==> src/rtl/logic_unit_pipe.sv <==
// Two-stage pipelined bitwise logic unit with valid/ready ports, zero/parity flags
// and an accepted-transaction counter. Define LU_POPCOUNT_EN to add the popcnt output.
module logic_unit_pipe #(
  parameter int WIDTH = 32,
  parameter int CNT_W = 16
) (
  input  logic                         clk,
  input  logic                         rst_n,
  input  logic                         in_valid,
  output logic                         in_ready,
  input  logic [WIDTH-1:0]             a,
  input  logic [WIDTH-1:0]             b,
  input  logic [2:0]                   op,
  output logic                         out_valid,
  input  logic                         out_ready,
  output logic [WIDTH-1:0]             y,
  output logic                         zero,
  output logic                         parity,
`ifdef LU_POPCOUNT_EN
  output logic [$clog2(WIDTH+1)-1:0]   popcnt,
`endif
  output logic [CNT_W-1:0]             txn_cnt
);

  typedef enum logic [2:0] {
    OP_AND    = 3'b000,
    OP_OR     = 3'b001,
    OP_XOR    = 3'b010,
    OP_NAND   = 3'b011,
    OP_NOR    = 3'b100,
    OP_XNOR   = 3'b101,
    OP_PASS_A = 3'b110,
    OP_NOT_A  = 3'b111
  } op_e;

  // Handshake: a beat transfers on a rising edge where valid & ready are both high.
  // valid never waits on ready; ready depends only on registered state and out_ready.

  logic             s1_valid;
  logic [WIDTH-1:0] s1_a;
  logic [WIDTH-1:0] s1_b;
  op_e              s1_op;

  logic             s1_adv;
  logic             s2_adv;
  logic             accept;

  logic [WIDTH-1:0] res;
  logic             res_zero;
  logic             res_parity;

  assign s2_adv   = !out_valid || out_ready;
  assign s1_adv   = !s1_valid || s2_adv;
  assign in_ready = s1_adv;
  assign accept   = in_valid && in_ready;

  // Stage 1: capture operands; data registers only load on an actual accept.
  always_ff @(posedge clk or negedge rst_n) begin
    if (!rst_n) begin
      s1_valid <= 1'b0;
      s1_a     <= '0;
      s1_b     <= '0;
      s1_op    <= OP_AND;
    end else if (s1_adv) begin
      s1_valid <= in_valid;
      if (in_valid) begin
        s1_a  <= a;
        s1_b  <= b;
        s1_op <= op_e'(op);
      end
    end
  end

  always_comb begin
    res = '0;
    unique case (s1_op)
      OP_AND:    res = s1_a & s1_b;
      OP_OR:     res = s1_a | s1_b;
      OP_XOR:    res = s1_a ^ s1_b;
      OP_NAND:   res = ~(s1_a & s1_b);
      OP_NOR:    res = ~(s1_a | s1_b);
      OP_XNOR:   res = ~(s1_a ^ s1_b);
      OP_PASS_A: res = s1_a;
      OP_NOT_A:  res = ~s1_a;
      default:   res = '0;
    endcase
  end

  assign res_zero   = ~|res;
  assign res_parity = ^res;

  // Stage 2: results only load when stage 1 holds a beat, so bubbles leave y untouched.
  always_ff @(posedge clk or negedge rst_n) begin
    if (!rst_n) begin
      out_valid <= 1'b0;
      y         <= '0;
      zero      <= 1'b0;
      parity    <= 1'b0;
    end else if (s2_adv) begin
      out_valid <= s1_valid;
      if (s1_valid) begin
        y      <= res;
        zero   <= res_zero;
        parity <= res_parity;
      end
    end
  end

`ifdef LU_POPCOUNT_EN
  localparam int PC_W = $clog2(WIDTH+1);

  logic [PC_W-1:0] res_pc;

  always_comb begin
    res_pc = '0;
    for (int i = 0; i < WIDTH; i++) begin
      res_pc = res_pc + PC_W'(res[i]);
    end
  end

  always_ff @(posedge clk or negedge rst_n) begin
    if (!rst_n) begin
      popcnt <= '0;
    end else if (s2_adv && s1_valid) begin
      popcnt <= res_pc;
    end
  end
`endif

  // Wraps naturally at the counter width.
  always_ff @(posedge clk or negedge rst_n) begin
    if (!rst_n) begin
      txn_cnt <= '0;
    end else if (accept) begin
      txn_cnt <= txn_cnt + CNT_W'(1);
    end
  end

endmodule

==> config.mk <==
export PLATFORM = sky130hd
export DESIGN_NAME = logic_unit_pipe
export DESIGN_NICKNAME = d
export VERILOG_FILES = /design/src/rtl/logic_unit_pipe.sv
export SDC_FILE = /design/constraint.sdc
export NUM_CORES = 1
export LEC_CHECK = 0
export CORE_AREA = 2 2 145 147
export CTS_BUF_LIST = sky130_fd_sc_hd__clkbuf_8
export DETAILED_ROUTE_END_ITERATION = 7
export DIE_AREA = 0 0 147 149
export GPL_ROUTABILITY_DRIVEN = 0
export GPL_TIMING_DRIVEN = 0
export PLACE_DENSITY = 0.63
export SYNTH_ARGS = -nofsm -noshare
export SYNTH_HDL_FRONTEND = slang
export SYNTH_SLANG_ARGS = --single-unit
==> constraint.sdc <==
create_clock -name clk -period 3.9 [get_ports clk]
set_clock_uncertainty 0.1 [all_clocks]
set_input_delay 0.585 -clock clk [delete_from_list [all_inputs] [get_ports clk]]
set_output_delay 0.585 -clock clk [all_outputs]
set_load 0.01 [all_outputs]
==> flow_metrics.py, run 1 <==
metrics = {
    "run_status": {
        "status": "completed",
    },
    "layout": {
        "area_growth_pct": 25.3,
        "postLayoutCoreUtil_pct": 48.9,
        "drive_gt1_share_pct": 9.69,
        "final_area_mm2": 0.0101,
        "nets": 1181,
        "final_common_cell": "nand2_1",
        "filler_cell_count": 2014,
        "num_antenna_cells": 0,
        "mostFrequentLayoutCells": "135 x nand2_1, 121 x clkdlybuf4s50_1, 119 x dfrtp_1",
    },
    "clock_tree": {
        "cts_tree": "yes",
        "cts_buffers": 17,
        "cts.sinks": 119,
        "clk_path_buf_depth": 2,
        "htree_levels": 4,
        "clk_latency_ns": 0.46,
        "holdBufCountCts": 1,
        "post_cts_buffers": 0,
        "ctsResizeCount": 0,
        "clkTransAtPathRegs_ns": 0.08,
        "root_buffer": "clkbuf_8",
    },
    "floorplanning": {
        "placementRows": 53,
        "die_w_um": 147,
        "die_h_um": 149,
        "core_area_mm2": 0.0206,
        "start_util_pct": 39.0,
        "die_area_mm2": 0.0219,
        "io_pins": 123,
    },
    "setup_path": {
        "crit_path_max_fanout": 10,
        "r2r_setup_slack_ns": 0.64,
        "end_kind": "register",
        "crit_chain": "buf_4 > buf_4 > clkbuf_1 > o22ai_1 > o22ai_1 > ha_1 > xor2_1 > xnor2_1 > xnor2_1 > xnor2_1 > o21ai_0",
        "required_ns": 4.13,
        "slowest_stage": "clkbuf_1",
        "path_delay_family": "buffers and inverters",
        "cp_data_arrival_time_ns": 3.49,
        "start_kind": "register",
        "crit_buf_inv": 3,
        "cp_slowest_stage_delay_ns": 0.51,
        "worstSetupPathType": "register to register",
        "cp_common_cell": "xnor2_1",
    },
    "sta": {
        "rsz0062_at_grt": "false",
        "finalCriticalPeriod_ns": 3.26,
        "finalHoldViolCount": 0,
        "period_share_pct": 83.6,
        "slew_headroom_pct": 41.9,
        "timing.fmax_mhz": 307,
        "tightest_slew_ns": 0.872,
        "setup_violations": 0,
        "slew_violations": 0,
    },
    "global_route": {
        "grt_pass1_wl_mm": 37.8,
        "first_global_vias": 6797,
        "use_met3_pct": 4.13,
        "grt.busiest_layer": "met2",
        "grt-ovfl-total": 0,
        "antenna_found_initial": 0,
        "use_met1_pct": 30.0,
        "grtUsageMet2_pct": 36.4,
        "track_usage_pct": 22.5,
        "grt_max_degree": 67,
    },
    "yosys": {
        "synth-seq-cells": 119,
        "synthCells": 886,
        "synth_area_mm2": 0.00803,
        "syn_area_per_cell_um2": 9.06,
        "ys_warn_count": 0,
        "ys_types": 48,
        "synthesis.nets": 1038,
        "synth_seq_area_share_pct": 37.1,
    },
    "route": {
        "antenna_left": 0,
        "vias": 6959,
        "firstDrtPassIters": 5,
        "avgViaCountPerCell": 5.28,
        "drc": 0,
        "avgRoutedWirePerCell_um": 18.5,
        "routed_wl_mm": 24.4,
        "first_iter_violations": 542,
    },
    "pwr": {
        "p_comb_share_pct": 47.0,
        "p_clk_share_pct": 22.7,
        "switching_share_pct": 37.4,
        "power_frac_seq_pct": 30.3,
        "p_leak_nw": 4.54,
        "power_density_mw_per_mm2": 541,
        "p_int_mw": 3.41,
        "ir_worst_vdd_mv": 0.308,
        "p_switching_mw": 2.03,
    },
    "flow_run": {
        "maxCapViolCount": 0,
    },
    "hold_path": {
        "worstHoldPathType": "register to register",
    },
    "place": {
        "dp_hpwl_mm": 18.1,
        "port_buffers": 122,
        "placed_cell_area_mm2": 0.00962,
    },
}
==> cell type report <==
type / count / area [µm²] / area share, %
multi-input cells: 634 / 4430 / 44.0
flip-flops and latches: 119 / 2980 / 29.6
repair buffers: 124 / 1260 / 12.5
plain buffers: 61 / 352 / 3.50
well taps: 275 / 344 / 3.42
clock buffers: 20 / 275 / 2.74
inverters: 72 / 270 / 2.69
clock inverters: 12 / 151 / 1.51
==> flip-flops by register name (all words and copies together) (netlist names) <==
signal and count:
zero 1, txn_cnt 16, y 32, s1_op 3, s1_b 32, s1_valid 1, s1_a 32, out_valid 1
parity 1
==> logic make-up after synthesis <==
group,count (synthesis),share of synthesized area [%]
compound gates,245,20.3
buf+inv,133,7.75
xor+xnor,44,4.80
mux,16,3.24
fa+ha+maj,81,12.6
flops,119,37.1
simple gates,248,14.1
==> routing by layer <==
layer / up-vias / wire (µm)
met5: - / 0
met4: 0 / 766
met3: 48 / 1300
met2: 218 / 11100
met1: 3350 / 11200
li1: 3343 / -
==> synthesized netlist by cell type (all sizes together) <==
cell       n  share of area (%)
a21oi     30                1.9
a221o      5               0.62
a221oi     8                1.2
a22o       2               0.22
a22oi      8               0.75
a2bb2oi   15                1.6
a311oi     5               0.55
a31o       7               0.76
and2      11               0.86
and3       3               0.23
and3b      5               0.55
buf       37                3.3
clkbuf    24                1.1
dfrtp    119                 37
ha        81                 13
inv       72                3.4
mux2i      8                1.0
mux4       8                2.2
nand2    136                6.5
nand2b    17                1.3
nand3      7               0.44
nand3b     1              0.094
nand4      6               0.47
nor2      35                1.7
nor2b     14                1.1
nor3       5               0.31
o21ai    112                7.0
o21bai     9               0.84
o22a       6               0.65
o22ai     23                2.6
o2bb2ai    9               0.98
o311a      5               0.62
o31ai      1              0.094
or2        4               0.31
or3        3               0.23
or4        1              0.094
xnor2     30                3.3
xor2      14                1.5
==> power groups by stage <==
stage / combinational, mW / sequential (mW) / clock [mW]
global placement: 2.49 / 1.66 / 0
detailed placement: 2.54 / 1.67 / 0
finish: 2.55 / 1.65 / 1.23
CTS: 2.55 / 1.65 / 1.25
floorplan: 1.62 / 1.71 / 0
global route: 2.80 / 1.68 / 1.30
==> worst paths after layout <==
path / start / depth (start not counted) / end
min in group asynchronous: rst_n / 2 / txn_cnt[5]$_DFFE_PN0P_
worst min register to register: txn_cnt[15]$_DFFE_PN0P_ / 1 / txn_cnt[15]$_DFFE_PN0P_
worst max-delay path: s1_op[2]$_DFFE_PN0P_ / 11 / parity$_DFFE_PN0P_
max in group asynchronous: rst_n / 3 / s1_b[2]$_DFFE_PN0P_
worst min-delay path: txn_cnt[15]$_DFFE_PN0P_ / 1 / txn_cnt[15]$_DFFE_PN0P_
worst max register to register: s1_op[2]$_DFFE_PN0P_ / 11 / parity$_DFFE_PN0P_
==> through the flow <==
step	setup TNS, ns	std cells	hold WS (ns)	power (mW)	worst slack, ns
3_5_place_dp	0	1284	0.371	4.22	0.733
5_1_grt	0	1317	0.393	5.78	0.592
3_3_place_gp	-329.27	1283	0.362	4.16	-2.77
2_1_floorplan	0	886	0.189	3.33	1.33
6_report	0	1317	0.379	5.44	0.640
4_1_cts	0	1317	0.383	5.45	0.732
Note: power is estimated with default switching activity, not from simulation.
==> run 2, diff against run 1 <==
clock period = 3.1 ns   (was 3.9 ns; I/O delays follow)
==> run 2 against run 1 <==
- non-clock buffer count fell by 1
- die area unchanged
- combinational power grew 27%
- count of clock-buffer cells in the layout is the same
- design area up 0.51%
- sequential power rose by 25%
- hold slack about the same
- highest routed layer unchanged
==> flow_metrics.py, run 2 (same netlist as run 1, synthesis figures left out) <==
metrics = {
    "hold_path": {
        "hold_path_depth": 1,
        "holdCritStartpoint": "txn_cnt[15]$_DFFE_PN0P_",
        "worstHoldPathType": "register to register",
        "whs_endpoint": "txn_cnt[15]$_DFFE_PN0P_",
    },
    "place": {
        "dp_hpwl_mm": 18.1,
        "port_buffers": 122,
        "dpl.cell_count": 1284,
        "place_ws_ns": -0.0671,
        "placed_cell_area_mm2": 0.00962,
    },
    "sta": {
        "final.setup.worst_slack_ns": 0.115,
        "rsz0062_at_grt": "false",
        "tightest_slew_ns": 0.863,
        "timing.fmax_mhz": 335,
        "slew_headroom_pct": 42.5,
        "finalCriticalPeriod_ns": 2.98,
        "tns_ns": 0,
        "timing.hold.ws_ns": 0.379,
        "slew_violations": 0,
        "finalHoldViolCount": 0,
        "setup_violations": 0,
        "period_share_pct": 96.3,
    },
    "setup_path": {
        "r2r-end": "parity$_DFFE_PN0P_",
        "rr_worst_depth": 10,
        "required_ns": 3.34,
        "r2r-start": "s1_op[2]$_DFFE_PN0P_",
        "r2r_setup_slack_ns": 0.12,
        "worstSetupPathType": "register to register",
        "start_kind": "register",
        "end_kind": "register",
        "crit_path_max_fanout": 10,
        "cp_data_arrival_time_ns": 3.22,
    },
    "global_route": {
        "grt-ovfl-total": 0,
        "first_global_vias": 6769,
        "antenna_found_initial": 0,
        "grt_max_degree": 67,
        "grt_pass1_wl_mm": 37.7,
        "track_usage_pct": 22.4,
    },
    "layout": {
        "final_common_cell": "nand2_1",
        "num_antenna_cells": 0,
        "filler_cell_count": 2008,
        "stdcell_count": 1316,
        "nets": 1180,
        "drive_gt1_share_pct": 10.6,
        "postLayoutCoreUtil_pct": 49.2,
        "reg_top3": "s1_a (32), s1_b (32), y (32)",
        "area_growth_pct": 25.9,
        "final_area_mm2": 0.0101,
        "mostFrequentLayoutCells": "135 x nand2_1, 121 x clkdlybuf4s50_1, 119 x dfrtp_1",
    },
    "route": {
        "first_iter_violations": 547,
        "avgViaCountPerCell": 5.26,
        "avgRoutedWirePerCell_um": 18.4,
        "antenna_left": 0,
        "drc": 0,
        "vias": 6927,
        "firstDrtPassIters": 5,
        "routed_wl_mm": 24.3,
    },
    "pwr": {
        "power_density_mw_per_mm2": 679,
        "totalPowerFinal_mw": 6.86,
        "p_leak_nw": 4.56,
        "ir_worst_vdd_mv": 0.383,
    },
    "floorplanning": {
        "die_h_um": 149,
        "placementRows": 53,
        "io_pins": 123,
        "die_area_mm2": 0.0219,
        "die_w_um": 147,
        "core_area_mm2": 0.0206,
        "start_util_pct": 39.0,
    },
    "clock_tree": {
        "clkTransAtPathRegs_ns": 0.08,
        "cts.sinks": 119,
        "root_buffer": "clkbuf_8",
        "htree_levels": 4,
        "clk_latency_ns": 0.46,
        "clk_path_buf_depth": 2,
        "cts_tree": "yes",
        "cts_buffers": 17,
        "post_cts_buffers": 0,
    },
    "run_status": {
        "status": "completed",
    },
    "flow_run": {
        "maxCapViolCount": 0,
    },
}
-- run 2: cell count changes in the layout (fill, tap and decap cells not counted), moves of 2 or more --
cell / before / now
clkbuf_1: 24 / 20
clkbuf_2: 0 / 3
a21oi_1: 30 / 28
clkbuf_4: 0 / 4
buf_2: 20 / 16
a21oi_2: 0 / 2
o22ai_1: 13 / 11
-- run 2: metal layers --
metal,track usage (%),wire [µm],vias to the layer above
met1,30.2,11100,3319
met2,36.3,11100,227
li1,-,-,3336
met4,9.13,706,0
met5,0,0,-
met3,3.73,1280,45
-- run 2: repair_timing --
action | in CTS | in global routing
hold buffers | 1 | 0
resized for setup | 0 | 19
setup endpoints to repair | 1 | 2
endpoints found under the hold margin | 53 | 0
-- run 2: worst max-delay path: stages, from the launching register on --
cell and delay [ns]:
dfrtp_1 0.38, clkbuf_1 0.43, clkbuf_2 0.40, a221oi_1 0.10, o22ai_1 0.39, ha_1 0.33, xnor2_1 0.19, xnor2_1 0.17
xnor2_1 0.16, xnor2_1 0.13, o21ai_0 0.08
-- run 2: cell type report --
type	count	area, µm²	share of cell area [%]
Multi-Input combinational cell	634	4470	44.2
Tap cell	275	344	3.40
Clock inverter	12	151	1.50
Sequential cell	119	2980	29.5
Timing Repair Buffer	124	1260	12.5
Inverter	72	270	2.67
Clock buffer	20	275	2.72
Buffer	60	362	3.58
-- run 2: how the worst max path moves through the flow --
| stage | startpoint | endpoint | depth (start not counted) | slack (ns) |
|---|---|---|---|---|
| 3_5_place_dp | s1_op[2]$_DFFE_PN0P_ | parity$_DFFE_PN0P_ | 11 | -0.07 |
| 2_1_floorplan | s1_op[1]$_DFFE_PN0P_ | parity$_DFFE_PN0P_ | 13 | 0.53 |
| 3_3_place_gp | rst_n | s1_b[26]$_DFFE_PN0P_ | 1 | -3.45 |
| 4_1_cts | s1_op[2]$_DFFE_PN0P_ | parity$_DFFE_PN0P_ | 11 | 0.01 |
| 5_1_grt | s1_op[2]$_DFFE_PN0P_ | parity$_DFFE_PN0P_ | 11 | 0.002 |
| 6_report | s1_op[2]$_DFFE_PN0P_ | parity$_DFFE_PN0P_ | 10 | 0.12 |
-- run 2: power breakdown --
| part | switching [mW] | internal [mW] |
|---|---|---|
| Sequential | 0.218 | 1.86 |
| Combinational | 1.64 | 1.59 |
| Clock | 0.699 | 0.855 |
